## config.mk

```make
export PLATFORM = sky130hd
export DESIGN_NAME = legv8_instr_encoder
export DESIGN_NICKNAME = d
export VERILOG_FILES = /design/src/rtl/legv8_pkg.sv /design/src/rtl/legv8_encode.sv /design/src/rtl/legv8_instr_encoder.sv
export SDC_FILE = /design/constraint.sdc
export NUM_CORES = 1
export LEC_CHECK = 0
export BUFFER_PORTS_ARGS = -buffer_cell sky130_fd_sc_hd__buf_2
export CAP_MARGIN = 10
export CORE_MARGIN = 4
export CORE_UTILIZATION = 54
export DETAILED_ROUTE_END_ITERATION = 12
export PLACE_DENSITY = 0.85
export SLEW_MARGIN = 10
export SYNTH_ARGS = -nofsm -noshare
export SYNTH_HDL_FRONTEND = slang
export SYNTH_SLANG_ARGS = --single-unit
```

## constraint.sdc

```tcl
create_clock -name clk -period 3.7 [get_ports clk]
set_clock_uncertainty 0.1 [all_clocks]
set_input_delay 0.37 -clock clk [delete_from_list [all_inputs] [get_ports clk]]
set_output_delay 0.37 -clock clk [all_outputs]
set_load 0.1 [all_outputs]
```

## src/rtl/legv8_pkg.sv

```systemverilog
// Shared types and opcode constants for the LEGv8 instruction encoder.
// Defining LEGV8_ENC_HALT_PAD_EN adds a trailing zero pad word after the last write.
package legv8_pkg;

    typedef enum logic [2:0] {
        OP_ADD     = 3'd0,
        OP_SUB     = 3'd1,
        OP_AND     = 3'd2,
        OP_ORR     = 3'd3,
        OP_LDUR    = 3'd4,
        OP_STUR    = 3'd5,
        OP_CBZ     = 3'd6,
        OP_ILLEGAL = 3'd7
    } cmd_op_t;

    typedef enum logic [2:0] {
        IDLE  = 3'd0,
        RUN   = 3'd1,
        WRITE = 3'd2,
        PAD   = 3'd3,
        DONE  = 3'd4
    } state_t;

    localparam logic [10:0] OPC_ADD  = 11'b10001011000;
    localparam logic [10:0] OPC_SUB  = 11'b11001011000;
    localparam logic [10:0] OPC_AND  = 11'b10001010000;
    localparam logic [10:0] OPC_ORR  = 11'b10101010000;
    localparam logic [10:0] OPC_LDUR = 11'b11111000010;
    localparam logic [10:0] OPC_STUR = 11'b11111000000;
    localparam logic [7:0]  OPC_CBZ  = 8'b10110100;

    function automatic logic [31:0] r_word(input logic [10:0] opc, input logic [4:0] rm,
                                           input logic [4:0] rn, input logic [4:0] rd);
        return {opc, rm, 6'b000000, rn, rd};
    endfunction

    function automatic logic [31:0] d_word(input logic [10:0] opc, input logic [8:0] dt,
                                           input logic [4:0] rn, input logic [4:0] rt);
        return {opc, dt, 2'b00, rn, rt};
    endfunction

endpackage

```

## src/rtl/legv8_encode.sv

```systemverilog
// Combinational encoder: one decoded command into an R-, D- or CB-format word.
// Op 7 yields a zero word and raises illegal.
module legv8_encode
    import legv8_pkg::*;
(
    input  logic [2:0]  op,
    input  logic [4:0]  rd,
    input  logic [4:0]  rn,
    input  logic [4:0]  rm,
    input  logic [18:0] imm,
    output logic [31:0] word,
    output logic        illegal
);

    always_comb begin
        word    = '0;
        illegal = 1'b0;
        case (cmd_op_t'(op))
            OP_ADD:  word = r_word(OPC_ADD, rm, rn, rd);
            OP_SUB:  word = r_word(OPC_SUB, rm, rn, rd);
            OP_AND:  word = r_word(OPC_AND, rm, rn, rd);
            OP_ORR:  word = r_word(OPC_ORR, rm, rn, rd);
            OP_LDUR: word = d_word(OPC_LDUR, imm[8:0], rn, rd);
            OP_STUR: word = d_word(OPC_STUR, imm[8:0], rn, rd);
            OP_CBZ:  word = {OPC_CBZ, imm, rd};
            default: illegal = 1'b1;
        endcase
    end

endmodule

```

## src/rtl/legv8_instr_encoder.sv

```systemverilog
// Program loader: accepts commands over valid/ready, encodes them and writes
// consecutive instruction-memory words. Optional LEGV8_ENC_HALT_PAD_EN appends a zero word.
module legv8_instr_encoder
    import legv8_pkg::*;
#(
    parameter int ADDR_W = 8
)
(
    input  logic              clk,
    input  logic              rst_n,
    input  logic              start,
    input  logic              cmd_valid,
    output logic              cmd_ready,
    input  logic [2:0]        cmd_op,
    input  logic [4:0]        cmd_rd,
    input  logic [4:0]        cmd_rn,
    input  logic [4:0]        cmd_rm,
    input  logic [18:0]       cmd_imm,
    input  logic              cmd_last,
    output logic              mem_we,
    output logic [ADDR_W-1:0] mem_addr,
    output logic [31:0]       mem_wdata,
    output logic              done,
    output logic              err,
    output logic [ADDR_W:0]   count
);

    state_t              state;
    logic [ADDR_W-1:0]   ptr;
    logic                last_q;
    logic [31:0]         enc_word;
    logic                enc_illegal;

    legv8_encode u_encode (
        .op      (cmd_op),
        .rd      (cmd_rd),
        .rn      (cmd_rn),
        .rm      (cmd_rm),
        .imm     (cmd_imm),
        .word    (enc_word),
        .illegal (enc_illegal)
    );

    // The encoded word goes straight into mem_wdata at the handshake, so it is
    // the registered copy that WRITE presents to memory.
    always_ff @(posedge clk) begin
        if (!rst_n) begin
            state     <= IDLE;
            cmd_ready <= 1'b0;
            mem_we    <= 1'b0;
            mem_addr  <= '0;
            mem_wdata <= '0;
            done      <= 1'b0;
            err       <= 1'b0;
            count     <= '0;
            ptr       <= '0;
            last_q    <= 1'b0;
        end else begin
            mem_we <= 1'b0;
            done   <= 1'b0;
            case (state)
                IDLE: begin
                    if (start) begin
                        state     <= RUN;
                        cmd_ready <= 1'b1;
                        count     <= '0;
                        err       <= 1'b0;
                        ptr       <= '0;
                    end
                end
                RUN: begin
                    if (cmd_valid && cmd_ready) begin
                        last_q <= cmd_last;
                        if (enc_illegal) begin
                            err <= 1'b1;
                            if (cmd_last) begin
                                state     <= DONE;
                                cmd_ready <= 1'b0;
                                done      <= 1'b1;
                            end
                        end else begin
                            state     <= WRITE;
                            cmd_ready <= 1'b0;
                            mem_we    <= 1'b1;
                            mem_addr  <= ptr;
                            mem_wdata <= enc_word;
                        end
                    end
                end
                WRITE: begin
                    ptr   <= ptr + 1'b1;
                    count <= count + 1'b1;
                    if (last_q) begin
`ifdef LEGV8_ENC_HALT_PAD_EN
                        if (ptr == '1) begin
                            err   <= 1'b1;
                            state <= DONE;
                            done  <= 1'b1;
                        end else begin
                            state     <= PAD;
                            mem_we    <= 1'b1;
                            mem_addr  <= ptr + 1'b1;
                            mem_wdata <= '0;
                        end
`else
                        state <= DONE;
                        done  <= 1'b1;
`endif
                    end else if (ptr == '1) begin
                        // Pointer wraps to 0 on this write: memory is full.
                        err   <= 1'b1;
                        state <= DONE;
                        done  <= 1'b1;
                    end else begin
                        state     <= RUN;
                        cmd_ready <= 1'b1;
                    end
                end
`ifdef LEGV8_ENC_HALT_PAD_EN
                PAD: begin
                    ptr   <= ptr + 1'b1;
                    count <= count + 1'b1;
                    state <= DONE;
                    done  <= 1'b1;
                end
`endif
                DONE: begin
                    state <= IDLE;
                end
                default: begin
                    state     <= IDLE;
                    cmd_ready <= 1'b0;
                end
            endcase
        end
    end

endmodule
```

# Word level (Yosys, flattened, before mapping)
# Index checks and enable logic that the tools add are counted.
totals:
  in_bits: 42
  regBits: 65
op_classes:
  eq_ne: 17
  reduce_logical: 13
  n_bitwise: 1
  muxes: 32
  n_addsub: 2
ops:
  columns: ["operator", "n"]
  rows:
  - ["$pmux 32 s7", 1]
  - ["$mux 3", 6]
  - ["$pmux 9 s2", 1]
  - ["$mux 1", 17]
  - ["$pmux 8 s2", 1]
  - ["$eq 3x3->1 const B", 4]
  - ["$ne 2x2->1 const B", 6]
  - ["$reduce_and 6->1", 2]
  - ["$add 9x1->9 const B", 1]
  - ["$eq 3x2->1 const B", 3]
  - ["$mux 9", 1]
  - ["$pmux 3 s3", 1]
  - ["$reduce_and 3->1", 3]
  - ["$add 8x1->8 const B", 1]
  - ["$eq 8x8->1 const B", 1]
  - ["$mux 8", 1]
  - ["$reduce_or 7->1", 1]
  - ["$eq 3x1->1 const B", 2]
  - ["$logic_not 3->1", 2]
  - ["$pmux 1 s4", 1]
  - ["$reduce_and 2->1", 2]
  - ["$ne 3x3->1 const B", 1]
  - ["$pmux 1 s3", 1]
  - ["$reduce_bool 3->1", 1]
  - ["4 further kinds", 4]

# Depth between registers and ports, before layout
depth:
  depth_word: 5
  mapped_depth: 7

# By module
# Synthesis repeated with hierarchy kept, for this count alone.
unflattened:
  cells_unflattened: 400
  hier_area_um2: 3129.3
modules_own_cells:
  columns: ["mod", "seq_area_each_um2", "area_each_um2", "instances", "cells_each"]
  rows:
  - ["legv8_instr_encoder", 1301.2, 2656.3, 1, 329]
  - ["legv8_encode", 0.0, 473.0, 1, 71]

# Worst setup path after synthesis
# Ideal clock, no wire load.
synth_path:
  path_kind: "reg2reg"
  from: "register cmd_ready"
  to: "register mem_wdata[22]"
  path_stages_with_launch: 6
  setup_time_ps: 71
  slack_ps: 1423
  path_buffers: 1
  synth_period_minus_slack_ps: 2277
  t_arrival_ps: 2106
  cell_sequence: "dfxtp_1 -> nand3_1 -> nor3_4 -> buf_2 -> nand4b_1 -> a21oi_1"
synth_via:
  elab_chain_len: 2
synth_lines:
  columns: ["element", "line_no", "rtl"]
  rows:
  - ["from (decl)", "legv8_instr_encoder.sv:13", "output logic cmd_ready,"]
  - ["from (signal assigned)", "legv8_instr_encoder.sv:49", "cmd_ready <= 1'b0;"]
  - ["from (signal assigned)", "legv8_instr_encoder.sv:65", "cmd_ready <= 1'b1;"]
  - ["from (signal assigned)", "legv8_instr_encoder.sv:78", "cmd_ready <= 1'b0;"]
  - ["$logic_and 1x1->1", "legv8_instr_encoder.sv:72", "if (cmd_valid && cmd_ready) begin"]
  - ["$reduce_and 3->1 (no source line)", null, null]
  - ["to (signal assigned)", "legv8_instr_encoder.sv:86", "mem_wdata <= enc_word;"]
  - ["to (decl)", "legv8_instr_encoder.sv:22", "output logic [31:0] mem_wdata,"]
# Every way passes these cells.
# A chain may end at the register's enable or synchronous reset.

# Worst setup path in the final report
layout_path:
  from: "register state[1]"
  to: "register mem_wdata[18]"
layout_via:
  elab_chain_len: 2
layout_lines:
  columns: ["element", "line_no", "rtl"]
  rows:
  - ["from (decl)", "legv8_instr_encoder.sv:28", "state_t state;"]
  - ["from (signal assigned)", "legv8_instr_encoder.sv:48", "state <= IDLE;"]
  - ["from (signal assigned)", "legv8_instr_encoder.sv:64", "state <= RUN;"]
  - ["from (signal assigned)", "legv8_instr_encoder.sv:77", "state <= DONE;"]
  - ["$eq 3x1->1", "legv8_instr_encoder.sv:61", "case (state)"]
  - ["$reduce_and 3->1 (no source line)", null, null]
# Every way passes these cells.

==> results.md <==
- Status: finished, final reports clean
- Root Buffer: clkbuf_8
- Largest net degree at the start of global routing: 28
- Worst path buffer plus inverter count: 0
- # nets final: about 470
- Hold Worst Slack: 0.152 ns
- CTS Hold Bufs: 0
- Synthesized netlist cell count: 349
- Max-cap viol count: 0
- Core area: 0.00514 mm2
- H-Tree Depth: 3
- First-pass GRT wire length: ~12000 um
- Tightest Pin Transition: 0.970 ns
- Post-CTS Repair Setup Buffers: 0
- Placement row count: 26
- Leakage power: 0.00153 uW
- Gr usage total: a little under a quarter
- Mapped Area: 0.00287 mm2
- Drt via density: 5.83
- ANT nets after route: 0
- Dominant synthesized flop cell: dfxtp_1
- 1st-pass router iterations: 5
- Die Wd: 80.8 um
- Critical Path, Cell by Cell: or2_1 > nor3_4 > o211ai_1 > a21oi_1
- Sw Pwr: 399 uW
- CP Data Arrival Time: roughly 2.3 ns
- DRC Markers: 0
- # setup viols final: 0
- Cell Int Power: 1140 uW
- Seq pwr share: 46.8%
- CP Class: reg2reg
- Share of cells above drive strength 1: 27.4%
- CP startpoint kind: register
- Peak supply drop: 0.251 mV
- PwrDens: 434 mW/mm2
- Max incr delay on CP: 0.83 ns
- Final Cycle Share: 58.8%
- Final-report max-slew violation count: 0
- Tot Pwr: about 1500 uW
- Detailed Route Iter0 Violations: 192
- Fmax: 459 MHz
- Endpoint class of the critical path: register
- Reg clk slew, reported paths: roughly 0.070 ns
- RSZ-0062 raised after global routing: false
- Max Buffers Root-to-Sink: 2
- Hpwl dp: 5180 um
- Grt ovf: 0
- Worst min path class: in2reg
- Slew headroom: 35.1%
- Ys async rst share: 0%
- Clock sink count: 65
- Number of flops mapped to enable cells by yosys: 0
- Post-Synthesis Net Count: 393
- Vias in the first global route: about 2600
- Vias: 2920
- Area Overhead vs Synth: 23.4%
- CTS resizes: 0
- Yosys cell types: 46
- Final GP Congestion: 0.853
- YS warnings: 0
- Clock network power share: a little over two fifths
- Final Hold Vio Count: 0
- Initial Util: between 50 and 60%
- I/O Buffers: between 90 and 100
- Die area: 0.00654 mm2
- Seq/Total Area, Yosys: 45.4%
- Filler Cell Count: 455
- Synthesized area per cell: 8.21 um2
- #FFs+latches synth: 65
- Comb pwr share: 11.5%
- Cts bufs inserted: 9
- Period minus WS final: 2.18 ns
- Switching share of total power: 26.0%
- Wire per inst: 14.8 um
- IO Count: 95
- Die height: 80.8 um
- Latest clock arrival within the worst-skew pair: ~0.33 ns
- Crit-path leading delay family: simple AND/OR/NAND/NOR gates
- CP required: 3.86 ns
- Total Negative Setup Slacks: 0 ns
- CTS tree: yes
- Critical path's slowest cell: nor3_4
- Crit path max fanout: 26
- Total wire length: roughly 7400 um
- Initial antenna violation count: 0
- Ant diodes: 0
==> metrics by stage <==
| step | std cells | utilization [%] | cell area (um2) | worst slack, ns |
|---|---|---|---|---|
| 3_3_place_gp | 486 | 64.7 | 3320 | 1.60 |
| 3_5_place_dp | 486 | 64.7 | 3320 | 1.54 |
| 4_1_cts | 501 | 68.8 | 3540 | 1.53 |
| 5_1_grt | 501 | 68.8 | 3540 | 1.28 |
| 2_1_floorplan | 349 | - | 2870 | 1.42 |
| 6_report | 501 | 68.8 | 3540 | 1.52 |
==> final timing paths <==
| path | start | endpoint | slack, ns | depth (start not counted) |
|---|---|---|---|---|
| setup / recovery | state[1]$_SDFFE_PN0P_ | mem_wdata[18]$_SDFFE_PN0P_ | 1.52 | 4 |
| hold reg to reg | mem_addr[5]$_SDFFE_PN0P_ | mem_addr[5]$_SDFFE_PN0P_ | 0.35 | 2 |
| hold / removal | cmd_imm[16] | mem_wdata[21]$_SDFFE_PN0P_ | 0.15 | 2 |
| setup reg to reg | state[1]$_SDFFE_PN0P_ | mem_wdata[18]$_SDFFE_PN0P_ | 1.52 | 4 |
==> flip-flops by register name (all words and copies together), names as in the netlist <==
register   flops
cmd_ready      1
count          9
done           1
err            1
last_q         1
mem_addr       8
mem_wdata     32
mem_we         1
ptr            8
state          3
==> worst register-to-register path, delay by kind of cell (launching register included) <==
kind / cells / cell delay, ns
and+or+nand+nor: 2 / 1.18
AOI/OAI and AO/OA: 2 / 0.43
DFF: 1 / 0.40
==> kinds of logic (layout without fill, tap and decap cells) <==
family | Yosys count | count (layout) | share of synthesized area (%)
AOI/OAI and AO/OA | 105 | 105 | 25.0
adders and majority gates | 2 | 2 | 0.873
buffers and inverters | 36 | 118 | 5.07
DFF | 65 | 65 | 45.4
muxes | 1 | 1 | 0.349
and+or+nand+nor | 140 | 140 | 23.3
==> synth_stat cells, drive strengths merged, types with 2 or more instances <==
library cell | count | area share [%]
a22oi | 2 | 0.52
a31oi | 5 | 1.1
clkbuf | 23 | 3.0
a211oi | 4 | 1.0
o211ai | 6 | 1.6
o21ai | 8 | 1.4
a21oi | 42 | 7.3
a32o | 5 | 1.7
nor2b | 7 | 1.5
o211a | 4 | 1.4
dfxtp | 65 | 45
or3 | 3 | 0.66
buf | 7 | 1.3
nand4 | 4 | 0.87
nand2 | 52 | 6.8
nor3 | 8 | 1.8
ha | 2 | 0.87
nand4b | 2 | 0.61
inv | 6 | 0.79
nor2 | 31 | 4.1
o221a | 5 | 2.0
a311oi | 3 | 0.92
o32ai | 3 | 0.92
a41oi | 3 | 0.92
o221ai | 5 | 1.5
o31ai | 6 | 1.6
or4 | 3 | 0.79
nand3 | 16 | 2.8
and3 | 4 | 0.87
and2 | 2 | 0.44
==> metal layers <==
metal	GRT usage (%)	wire length, um	vias up
met5	0	0	-
met4	8.61	93	0
met3	5.88	613	12
met2	37.4	3510	127
met1	29.1	3180	1349
li1	-	-	1432
==> cells in the final DEF (no fill, tap or decap), types with 3 or more instances in the layout <==
cell type,instances
o211a_1,4
and3_1,4
nand3_1,16
o221a_2,5
nor2_1,31
nand2_1,52
buf_4,3
o221ai_1,5
or3_1,3
nand4_1,4
o21ai_0,8
o211ai_1,6
a32o_1,5
a21oi_1,42
buf_2,94
a211oi_1,4
o32ai_1,3
dfxtp_1,65
nor2b_1,7
clkbuf_8,13
a31oi_1,5
o31ai_1,6
inv_1,6
a41oi_1,3
or4_1,3
nor3_1,7
a311oi_1,3
==> power groups by stage <==
stage,sequential (uW),clock (uW),combinational [uW]
after floorplan,794,0,69.5
after global placement,734,0,173
after detailed placement,734,0,176
after CTS,718,644,176
after global routing,720,675,191
final,719,639,177
==> final cells by class <==
class | instances | area (um2) | area share (%)
Multi-Input combinational cell | 248 | 1420 | 40.1
Sequential cell | 65 | 1300 | 36.8
Timing Repair Buffer | 97 | 493 | 13.9
Clock buffer | 13 | 179 | 5.06
Tap cell | 70 | 87.6 | 2.48
Clock inverter | 2 | 35.0 | 0.990
Inverter | 6 | 22.5 | 0.637
No activity file was read; power rests on OpenSTA's default activity.
